## config.mk

```make
export PLATFORM = sky130hd
export DESIGN_NAME = spi_ip_clock_gen_flat
export DESIGN_NICKNAME = d
export VERILOG_FILES = /design/src/rtl/spi_ip_clock_gen_if.sv /design/src/rtl/spi_ip_clock_gen.sv /design/src/flat_wrapper.sv
export SDC_FILE = /design/constraint.sdc
export NUM_CORES = 1
export LEC_CHECK = 0
export BUFFER_PORTS_ARGS = -buffer_cell sky130_fd_sc_hd__clkbuf_2
export CAP_MARGIN = 20
export CORE_MARGIN = 4
export CORE_UTILIZATION = 55
export CTS_CLUSTER_SIZE = 25
export DETAILED_ROUTE_END_ITERATION = 8
export PLACE_DENSITY_LB_ADDON = 0.3
export SLEW_MARGIN = 40
export SYNTH_ARGS = -nofsm -noshare
export SYNTH_HDL_FRONTEND = slang
export SYNTH_SLANG_ARGS = --single-unit
```

## constraint.sdc

```tcl
create_clock -name cg_clk_i -period 3 [get_ports cg_clk_i]
set_input_delay 0.75 -clock cg_clk_i [delete_from_list [all_inputs] [get_ports cg_clk_i]]
set_output_delay 0.75 -clock cg_clk_i [all_outputs]
set_load 0.02 [all_outputs]
```

## src/rtl/spi_ip_clock_gen_if.sv

```systemverilog
// Control-side bundle for the SPI clock generator: enables and frame config in,
// SCK and shift-register strobes out.
interface spi_ip_clock_gen_if #(
  parameter int BR_WIDTH = 3
);
  logic                cg_enable_tick_i;
  logic                cg_enable_sck_i;
  logic                cg_enable_launch_capture_i;
  logic [BR_WIDTH-1:0] cg_br_i;
  logic                cg_cpol_i;
  logic                cg_cpha_i;
  logic                cg_frame16_i;
  logic                cg_tick_o;
  logic                cg_sck_o;
  logic                cg_launch_o;
  logic                cg_capture_o;
  logic                cg_data_ready_o;

  modport master (
    output cg_enable_tick_i, cg_enable_sck_i, cg_enable_launch_capture_i,
           cg_br_i, cg_cpol_i, cg_cpha_i, cg_frame16_i,
    input  cg_tick_o, cg_sck_o, cg_launch_o, cg_capture_o, cg_data_ready_o
  );

  modport slave (
    input  cg_enable_tick_i, cg_enable_sck_i, cg_enable_launch_capture_i,
           cg_br_i, cg_cpol_i, cg_cpha_i, cg_frame16_i,
    output cg_tick_o, cg_sck_o, cg_launch_o, cg_capture_o, cg_data_ready_o
  );
endinterface

```

## src/rtl/spi_ip_clock_gen.sv

```systemverilog
// SPI master timing generator: baud prescaler, SCK edge counter with CPOL/CPHA
// shaping, and launch/capture/data_ready strobes for the shift register.
module spi_ip_clock_gen #(
  parameter int BR_WIDTH       = 3,
  parameter int EDGE_CNT_WIDTH = 5
) (
  input  logic               cg_clk_i,
  input  logic               cg_rst_i,
  spi_ip_clock_gen_if.slave  cg
);
  localparam int PW = (1 << BR_WIDTH) - 1;
  // One extra bit so the 16-bit terminal count (32) is representable.
  localparam int CW = EDGE_CNT_WIDTH + 1;

  logic [BR_WIDTH-1:0] br_q, br_d;
  logic [PW-1:0]       presc_q, presc_d, presc_max;
  logic [CW-1:0]       edge_cnt_q, edge_cnt_d, term;
  logic                sck_q, sck_d;
  logic                tick, below_t, below_t1, odd_edge;
  logic                launch, capture, data_ready;

  always_comb begin
    br_d      = cg.cg_enable_tick_i ? br_q : cg.cg_br_i;
    presc_max = ~({PW{1'b1}} << br_q);
    tick      = ~cg_rst_i & cg.cg_enable_tick_i & (presc_q == presc_max);

    presc_d = '0;
    if (cg.cg_enable_tick_i && (presc_q != presc_max)) presc_d = presc_q + PW'(1);

    term     = cg.cg_frame16_i ? CW'(32) : CW'(16);
    below_t  = edge_cnt_q < term;
    below_t1 = edge_cnt_q < (term - CW'(1));
    // Upcoming edge k = edge_cnt_q + 1, so k is odd when the count is even.
    odd_edge = ~edge_cnt_q[0];

    edge_cnt_d = edge_cnt_q;
    if (!cg.cg_enable_sck_i)   edge_cnt_d = '0;
    else if (tick && below_t)  edge_cnt_d = edge_cnt_q + CW'(1);

    sck_d = cg.cg_cpol_i ^ edge_cnt_d[0];

    capture = tick & cg.cg_enable_sck_i & below_t & (odd_edge ^ cg.cg_cpha_i);
    if (cg.cg_enable_sck_i)
      launch = tick & cg.cg_enable_launch_capture_i & below_t1 & ~(odd_edge ^ cg.cg_cpha_i);
    else
      launch = tick & cg.cg_enable_launch_capture_i & ~cg.cg_cpha_i & (edge_cnt_q == '0);
    data_ready = tick & cg.cg_enable_sck_i & (edge_cnt_q == (term - CW'(2)));
  end

  always_ff @(posedge cg_clk_i) begin
    if (cg_rst_i) begin
      br_q       <= '0;
      presc_q    <= '0;
      edge_cnt_q <= '0;
      sck_q      <= 1'b0;
    end else begin
      br_q       <= br_d;
      presc_q    <= presc_d;
      edge_cnt_q <= edge_cnt_d;
      sck_q      <= sck_d;
    end
  end

  assign cg.cg_tick_o       = tick;
  assign cg.cg_sck_o        = sck_q;
  assign cg.cg_launch_o     = launch;
  assign cg.cg_capture_o    = capture;
  assign cg.cg_data_ready_o = data_ready;
endmodule

```

## src/flat_wrapper.sv

```systemverilog
// flat-port wrapper written by rule: the top's interface ports become plain ports
module spi_ip_clock_gen_flat 
#(
  parameter int BR_WIDTH       = 3,
  parameter int EDGE_CNT_WIDTH = 5
)
  (cg_clk_i, cg_rst_i, cg_cg_enable_tick_i, cg_cg_enable_sck_i, cg_cg_enable_launch_capture_i, cg_cg_br_i, cg_cg_cpol_i, cg_cg_cpha_i, cg_cg_frame16_i, cg_cg_tick_o, cg_cg_sck_o, cg_cg_launch_o, cg_cg_capture_o, cg_cg_data_ready_o);
  spi_ip_clock_gen_if #(.BR_WIDTH(BR_WIDTH)) cg_i ();
  input  logic cg_clk_i;
  input  logic cg_rst_i;
  input wire logic [$bits(cg_i.cg_enable_tick_i)-1:0] cg_cg_enable_tick_i;
  input wire logic [$bits(cg_i.cg_enable_sck_i)-1:0] cg_cg_enable_sck_i;
  input wire logic [$bits(cg_i.cg_enable_launch_capture_i)-1:0] cg_cg_enable_launch_capture_i;
  input wire logic [$bits(cg_i.cg_br_i)-1:0] cg_cg_br_i;
  input wire logic [$bits(cg_i.cg_cpol_i)-1:0] cg_cg_cpol_i;
  input wire logic [$bits(cg_i.cg_cpha_i)-1:0] cg_cg_cpha_i;
  input wire logic [$bits(cg_i.cg_frame16_i)-1:0] cg_cg_frame16_i;
  output wire logic [$bits(cg_i.cg_tick_o)-1:0] cg_cg_tick_o;
  output wire logic [$bits(cg_i.cg_sck_o)-1:0] cg_cg_sck_o;
  output wire logic [$bits(cg_i.cg_launch_o)-1:0] cg_cg_launch_o;
  output wire logic [$bits(cg_i.cg_capture_o)-1:0] cg_cg_capture_o;
  output wire logic [$bits(cg_i.cg_data_ready_o)-1:0] cg_cg_data_ready_o;
  assign cg_i.cg_enable_tick_i = cg_cg_enable_tick_i;
  assign cg_i.cg_enable_sck_i = cg_cg_enable_sck_i;
  assign cg_i.cg_enable_launch_capture_i = cg_cg_enable_launch_capture_i;
  assign cg_i.cg_br_i = cg_cg_br_i;
  assign cg_i.cg_cpol_i = cg_cg_cpol_i;
  assign cg_i.cg_cpha_i = cg_cg_cpha_i;
  assign cg_i.cg_frame16_i = cg_cg_frame16_i;
  assign cg_cg_tick_o = cg_i.cg_tick_o;
  assign cg_cg_sck_o = cg_i.cg_sck_o;
  assign cg_cg_launch_o = cg_i.cg_launch_o;
  assign cg_cg_capture_o = cg_i.cg_capture_o;
  assign cg_cg_data_ready_o = cg_i.cg_data_ready_o;
  spi_ip_clock_gen #(.BR_WIDTH(BR_WIDTH), .EDGE_CNT_WIDTH(EDGE_CNT_WIDTH)) u_core (.cg_clk_i(cg_clk_i), .cg_rst_i(cg_rst_i), .cg(cg_i));
endmodule
```

# --- Word-level counts from Yosys, hierarchy flattened ---
# Index checks and enable logic that the tools add are counted.
totals:
  register_bits: 17
  latch_bits: 0
  mem_bits_rw: 0
  mem_bits_ro: 0
  inputBits: 11
  out_inout_bits: 5
  elab_cells: 44
  n_memories: 0
op_classes:
  addsub: 4
  mul: 0
  div: 0
  n_lt_le_gt_ge: 2
  eq_ne: 3
  shift: 1
  mux: 4
  bitwise: 20
  reduce_logical: 5
op_table:
  columns: ["op", "count"]
  rows:
  - ["less-than comparator 6 bit", 2]
  - ["bitwise AND 1 bit", 11]
  - ["adder 7 x 1 -> 7 bit, second input constant", 1]
  - ["== test 7 bit", 1]
  - ["!= test 7 bit", 1]
  - ["NOT 7 bit", 1]
  - ["<< shifter 7 x 3 -> 7 bit, first input constant", 1]
  - ["adder 6 x 1 -> 6 bit, second input constant", 1]
  - ["== test 6 bit", 1]
  - ["zero test 6 bit", 1]
  - ["two-way mux 6 bit", 1]
  - ["NOT 1 bit", 6]
  - ["subtractor 6 x 1 -> 6 bit, second input constant", 1]
  - ["subtractor 6 x 2 -> 6 bit, second input constant", 1]
  - ["OR reduction 2 bit", 2]
  - ["two-way mux 1 bit", 3]
  - ["logical AND 1 bit", 2]
  - ["bitwise XOR 1 bit", 2]

# --- Depth between registers and ports, before layout ---
depth:
  ltp_word: 8
  depth_mapped: 9
  ltp_nobuf: 8

# --- Worst setup path before layout ---
# No wires, ideal clock.
synth_timing:
  kind: "input to output"
  from: "in cg_cg_cpha_i"
  to: "out cg_cg_launch_o"
  arrival_time_ns: 2.308
  slack_ns: -0.058
  path_stages: 4
  path_buffers: 0
  path_cell_list: "or4b_2 > nor3_1 > a21oi_1 > nor4b_1"
synth_via:
  elab_chain_len: 4
synth_lines:
  columns: ["element", "line_no", "source"]
  rows:
  - ["start, declared", "flat_wrapper.sv:16", "input wire logic [$bits(cg_i.cg_cpha_i)-1:0] cg_cg_cpha_i;"]
  - ["NOT 1 bit or bitwise XOR 1 bit (tied branches)", "spi_ip_clock_gen.sv:46, spi_ip_clock_gen.sv:44", null]
  - ["bitwise AND 1 bit or NOT 1 bit (tied branches)", "spi_ip_clock_gen.sv:46, spi_ip_clock_gen.sv:44", null]
  - ["bitwise AND 1 bit, on equally long branches", "spi_ip_clock_gen.sv:46, spi_ip_clock_gen.sv:44", null]
  - ["two-way mux 1 bit (*)", "spi_ip_clock_gen.sv:43", "if (cg.cg_enable_sck_i)"]
  - ["end, declared", "flat_wrapper.sv:20", "output wire logic [$bits(cg_i.cg_launch_o)-1:0] cg_cg_launch_o;"]
# Mark *: on every way between the ends. The rest lies on a longest branch, timed or not.

# --- Final worst setup path ---
layout_timing:
  from: "reg u_core.presc_q[3]"
  to: "out cg_cg_launch_o"
layout_via:
  elab_chain_len: 6
layout_lines:
  columns: ["element", "line_no", "source"]
  rows:
  - ["start, declared", "spi_ip_clock_gen.sv:16", "logic [PW-1:0] presc_q, presc_d, presc_max;"]
  - ["start signal, assigned", "spi_ip_clock_gen.sv:58", "presc_q <= presc_d;"]
  - ["== test 7 bit (*)", "spi_ip_clock_gen.sv:25", "tick = ~cg_rst_i & cg.cg_enable_tick_i & (presc_q == presc_max);"]
  - ["bitwise AND 1 bit (*)", "spi_ip_clock_gen.sv:25", null]
  - ["bitwise AND 1 bit (*)", "spi_ip_clock_gen.sv:44, spi_ip_clock_gen.sv:46", null]
  - ["bitwise AND 1 bit, on equally long branches (2 in a row)", "spi_ip_clock_gen.sv:46, spi_ip_clock_gen.sv:44", null]
  - ["two-way mux 1 bit (*)", "spi_ip_clock_gen.sv:43", null]
# Marked as above.

==> results.txt <==
The count of input and output buffers came out at 15. The max-slew violation total from the final report is 0. The total count of hold-check failures in the final report is 0. The die covers around 2700 µm².

Measured against its own limit, the worst slew margin works out to approximately three quarters. The insertion delay of the later-clocked pin in the worst-skew pair is 0.28 ns. The total area inside the core boundary comes to 1760 µm².

The worst setup slack for register-to-register paths came out at ~0.66 ns. The total DRC errors in the routed layout is 0. Using the TritonRoute via totals, the vias-per-cell ratio works out to between 5 and 6.

The part of the total power dissipated in sequential elements is 54.5%. The cts-stage hold buffer count came out at 0. The top-level I/O count is 16.

The worst supply voltage drop on vdd is between 300 and 400 µV. The path class of the tightest hold or removal check is flip-flop to flip-flop. The root buffer cell is sky130_fd_sc_hd__clkbuf_4. The number of H-tree levels came out at 1. The final reports fail on negative setup slack. The number of non-filler instances in the completed layout is around 170. The static power due to leakage is around 0.5 nW. Dividing total power by cell area gives a power density of around 350 nW/µm². The floorplan step set the die height to 51.7 µm. The finished cells cover about 1200 µm². Global routing finished with a remaining overflow of 0.

The number of clock buffers added by TritonCTS is 3. Dividing the synthesized area by the synthesized cell count gives around 8.3 µm². The largest total area in the synthesized netlist belongs to sky130_fd_sc_hd__dfxtp_1. The routed design has between 2000 and 2500 µm of wire.

The relative contribution of combinational cells to total power is between 10% and 20%. The yosys synthesis warning count came out at 0. The effective utilization at floorplan came out at between 50% and 60%. The DRC violation total after the first TritonRoute iteration came out at 18. Setup violations remaining at the end of the flow were counted as 1. STA classifies the critical path endpoint as a primary output.

Relative to the synthesized area, the layout overhead comes to 18.7%. The count of antenna diodes in the layout came out at 0. The number of maximum-capacitance constraint violations is 0. The congestion estimate from routability-driven global placement came to approximately 0.83. The initial antenna violation count is 0. The clock tree from TritonCTS is built. The synthesized instance count is approximately 130. The netlist area before placement is approximately 1000 µm². The largest fanout on the critical path came out at 4.

The sequential-to-total area share from yosys stat is approximately a third. Of the total power, the clock network draws around 28%. STA classifies the critical path startpoint as a flip-flop. The number of clock sinks seen by CTS is 17. The floorplan row count is 15.

The post-place instance area is approximately 1200 µm². The mean routed wirelength per cell came out at 12.7 µm. The switching fraction of total power came out at a little over a quarter. The horizontal die dimension is between 50 and 60 µm. Entering global routing, the biggest net connects 12 pins. The count of cell types in the netlist is 36. The global-route usage over all layers is between 10% and 20%. The maximum clock insertion buffer count is 2. The final antenna-violating net count is 0. The final layout contains ~170 nets. The pin slew with the least headroom to its limit is 0.377 ns. The critical path in this run is classified as flip-flop to primary output. The number of vias after detailed routing is around 950.

The reported net switching power is 0.000117 W. Yosys attributes the largest share of cell area to sky130_fd_sc_hd__dfxtp_1 (32%), sky130_fd_sc_hd__ha_1 (8.4%), sky130_fd_sc_hd__nor2_1 (6.4%). The number of detailed-route iterations in the first pass came out at 4. In this run, synthesis inferred 0 flip-flops with an integrated enable. The total placed cells including tap cells came out at ~170. The via count of the first global-routing pass is 936.

The post-synthesis async set-or-reset flop share came out at 0%. The final critical-path setup slack is -0.0400 ns. The internal power is ~0.00032 W. The half-perimeter wire length after detailed placement is 1670 µm. The flow ran to the end, but the final reports show violations. The worst clock skew is ~0.00073 ns.

The total nets after synthesis came out at between 100 and 150. The post-route netlist has 24.3% of its cells at a drive strength greater than 1. Setup repair after global routing could not meet its margin everywhere. The total power of the final layout is around 0.00043 W. The main flop type after synthesis is sky130_fd_sc_hd__dfxtp_1. The data arrival at the endpoint of the critical path is about 2.3 ns. The synthesized design contains 17 register bits. Clock-pin slew was measured on the worst setup and hold paths at ~0.10 ns. The first global-routing pass estimated around 3900 µm of wire. In the synthesized netlist, the cells that appear most often are sky130_fd_sc_hd__nor2_1 (18), sky130_fd_sc_hd__dfxtp_1 (17), sky130_fd_sc_hd__nand2_1 (10). The most repeated cell in the gate-level netlist after synthesis is sky130_fd_sc_hd__nor2_1.

The post-route fraction of the period consumed by the critical path is 101%. The maximum clock rate is 0.329 GHz. The endpoint required time on the critical path is 2.25 ns. Summed over its instances, the top area cell type makes up around a third of the synthesized netlist area. The minimum clock period came out at 3.04 ns.
[per-stage QoR]
| stage | TNS [ns] | util (%) | setup WS, ns | hold slack, ns |
|---|---|---|---|---|
| after floorplan | 0 | - | 0.203 | 0.441 |
| after global placement | 0 | 66.0 | 0.153 | 0.469 |
| after detailed placement | 0 | 66.0 | 0.132 | 0.479 |
| after CTS | -0.116 | 69.4 | -0.116 | 0.503 |
| after global routing | -0.152 | 70.6 | -0.152 | 0.514 |
| final | -0.0400 | 70.6 | -0.0400 | 0.505 |
[final timing paths]
| kind | start | endpoint | depth (start not counted) |
|---|---|---|---|
| worst max-delay path | u_core.presc_q[3] | cg_cg_launch_o | 7 |
| worst min-delay path | u_core.presc_q[0] | u_core.presc_q[0] | 1 |
| worst max register to register | u_core.presc_q[3] | u_core.edge_cnt_q[5] | 8 |
| worst min register to register | u_core.presc_q[0] | u_core.presc_q[0] | 1 |
[flip-flops by register name, indices dropped and copies added, names as in the netlist]
register,cells
u_core.br_q,3
u_core.cg.cg_sck_o,1
u_core.presc_q,7
u_core.edge_cnt_q,6
[kinds of logic (layout without fill, tap and decap cells)]
family	after synthesis	after routing	synth area share [%]
AND/OR/NAND/NOR	56	56	28.2
AO/OA/AOI/OAI	20	20	13.4
flip-flops	17	17	32.5
buffers and inverters	12	34	5.01
adder cells (fa/ha/maj)	8	8	9.31
XOR/XNOR	7	7	5.85
multiplexers	6	6	5.85
[area by class of cell]
cell class / instances / area (µm²)
Multi-Input combinational cell: 97 / 681
Clock inverter: 1 / 5.00
Inverter: 9 / 33.8
Sequential cell: 17 / 347
Fill cell: 160 / 519
Tap cell: 25 / 31.3
Clock buffer: 3 / 22.5
Timing Repair Buffer: 21 / 125
[layer usage]
layer / global-route usage, % / part of all wire, %
met1: 23.5 / 47
met4: 6.11 / 1.7
met2: 34.5 / 48
met5: 0 / 0
met3: 2.87 / 3.0
[cell usage in the layout (no fill, tap or decap), types with 3 or more instances in the layout]
| cell type | instances |
|---|---|
| sky130_fd_sc_hd__nand2b_1 | 3 |
| sky130_fd_sc_hd__nor2_1 | 18 |
| sky130_fd_sc_hd__mux2i_1 | 5 |
| sky130_fd_sc_hd__xnor2_1 | 5 |
| sky130_fd_sc_hd__or3_1 | 3 |
| sky130_fd_sc_hd__nand3_1 | 7 |
| sky130_fd_sc_hd__ha_1 | 7 |
| sky130_fd_sc_hd__o21ai_0 | 5 |
| sky130_fd_sc_hd__clkbuf_2 | 13 |
| sky130_fd_sc_hd__clkbuf_4 | 3 |
| sky130_fd_sc_hd__nand2_1 | 10 |
| sky130_fd_sc_hd__a21oi_1 | 6 |
| sky130_fd_sc_hd__dfxtp_1 | 14 |
| sky130_fd_sc_hd__buf_4 | 8 |
| sky130_fd_sc_hd__inv_1 | 9 |
[power by group through the flow]
stage	Clock, W	Combinational (W)	Sequential [W]
5_1_grt	0.000132	0.0000834	0.000237
3_3_place_gp	0	0.0000642	0.000241
6_report	0.000122	0.0000749	0.000236
4_1_cts	0.000126	0.0000721	0.000236
3_5_place_dp	0	0.0000677	0.000242
2_1_floorplan	0	0.0000460	0.000241
[worst max-delay path, cell delays in order, from the launching register on]
cell and delay [ns]:
sky130_fd_sc_hd__dfxtp_4 0.37, sky130_fd_sc_hd__or4_4 0.50, sky130_fd_sc_hd__o2111a_1 0.16, sky130_fd_sc_hd__a211oi_2 0.19
sky130_fd_sc_hd__nand3_1 0.13, sky130_fd_sc_hd__or2_4 0.27, sky130_fd_sc_hd__nor4b_4 0.21, sky130_fd_sc_hd__buf_4 0.18
[what timing repair did]
| item | in CTS | in global routing |
|---|---|---|
| pin swaps | 2 | 1 |
| setup endpoints to repair | 2 | 2 |
| buffers inserted | 3 | 0 |
| resized for setup | 4 | 8 |
Note: power is estimated with default switching activity, not from simulation.
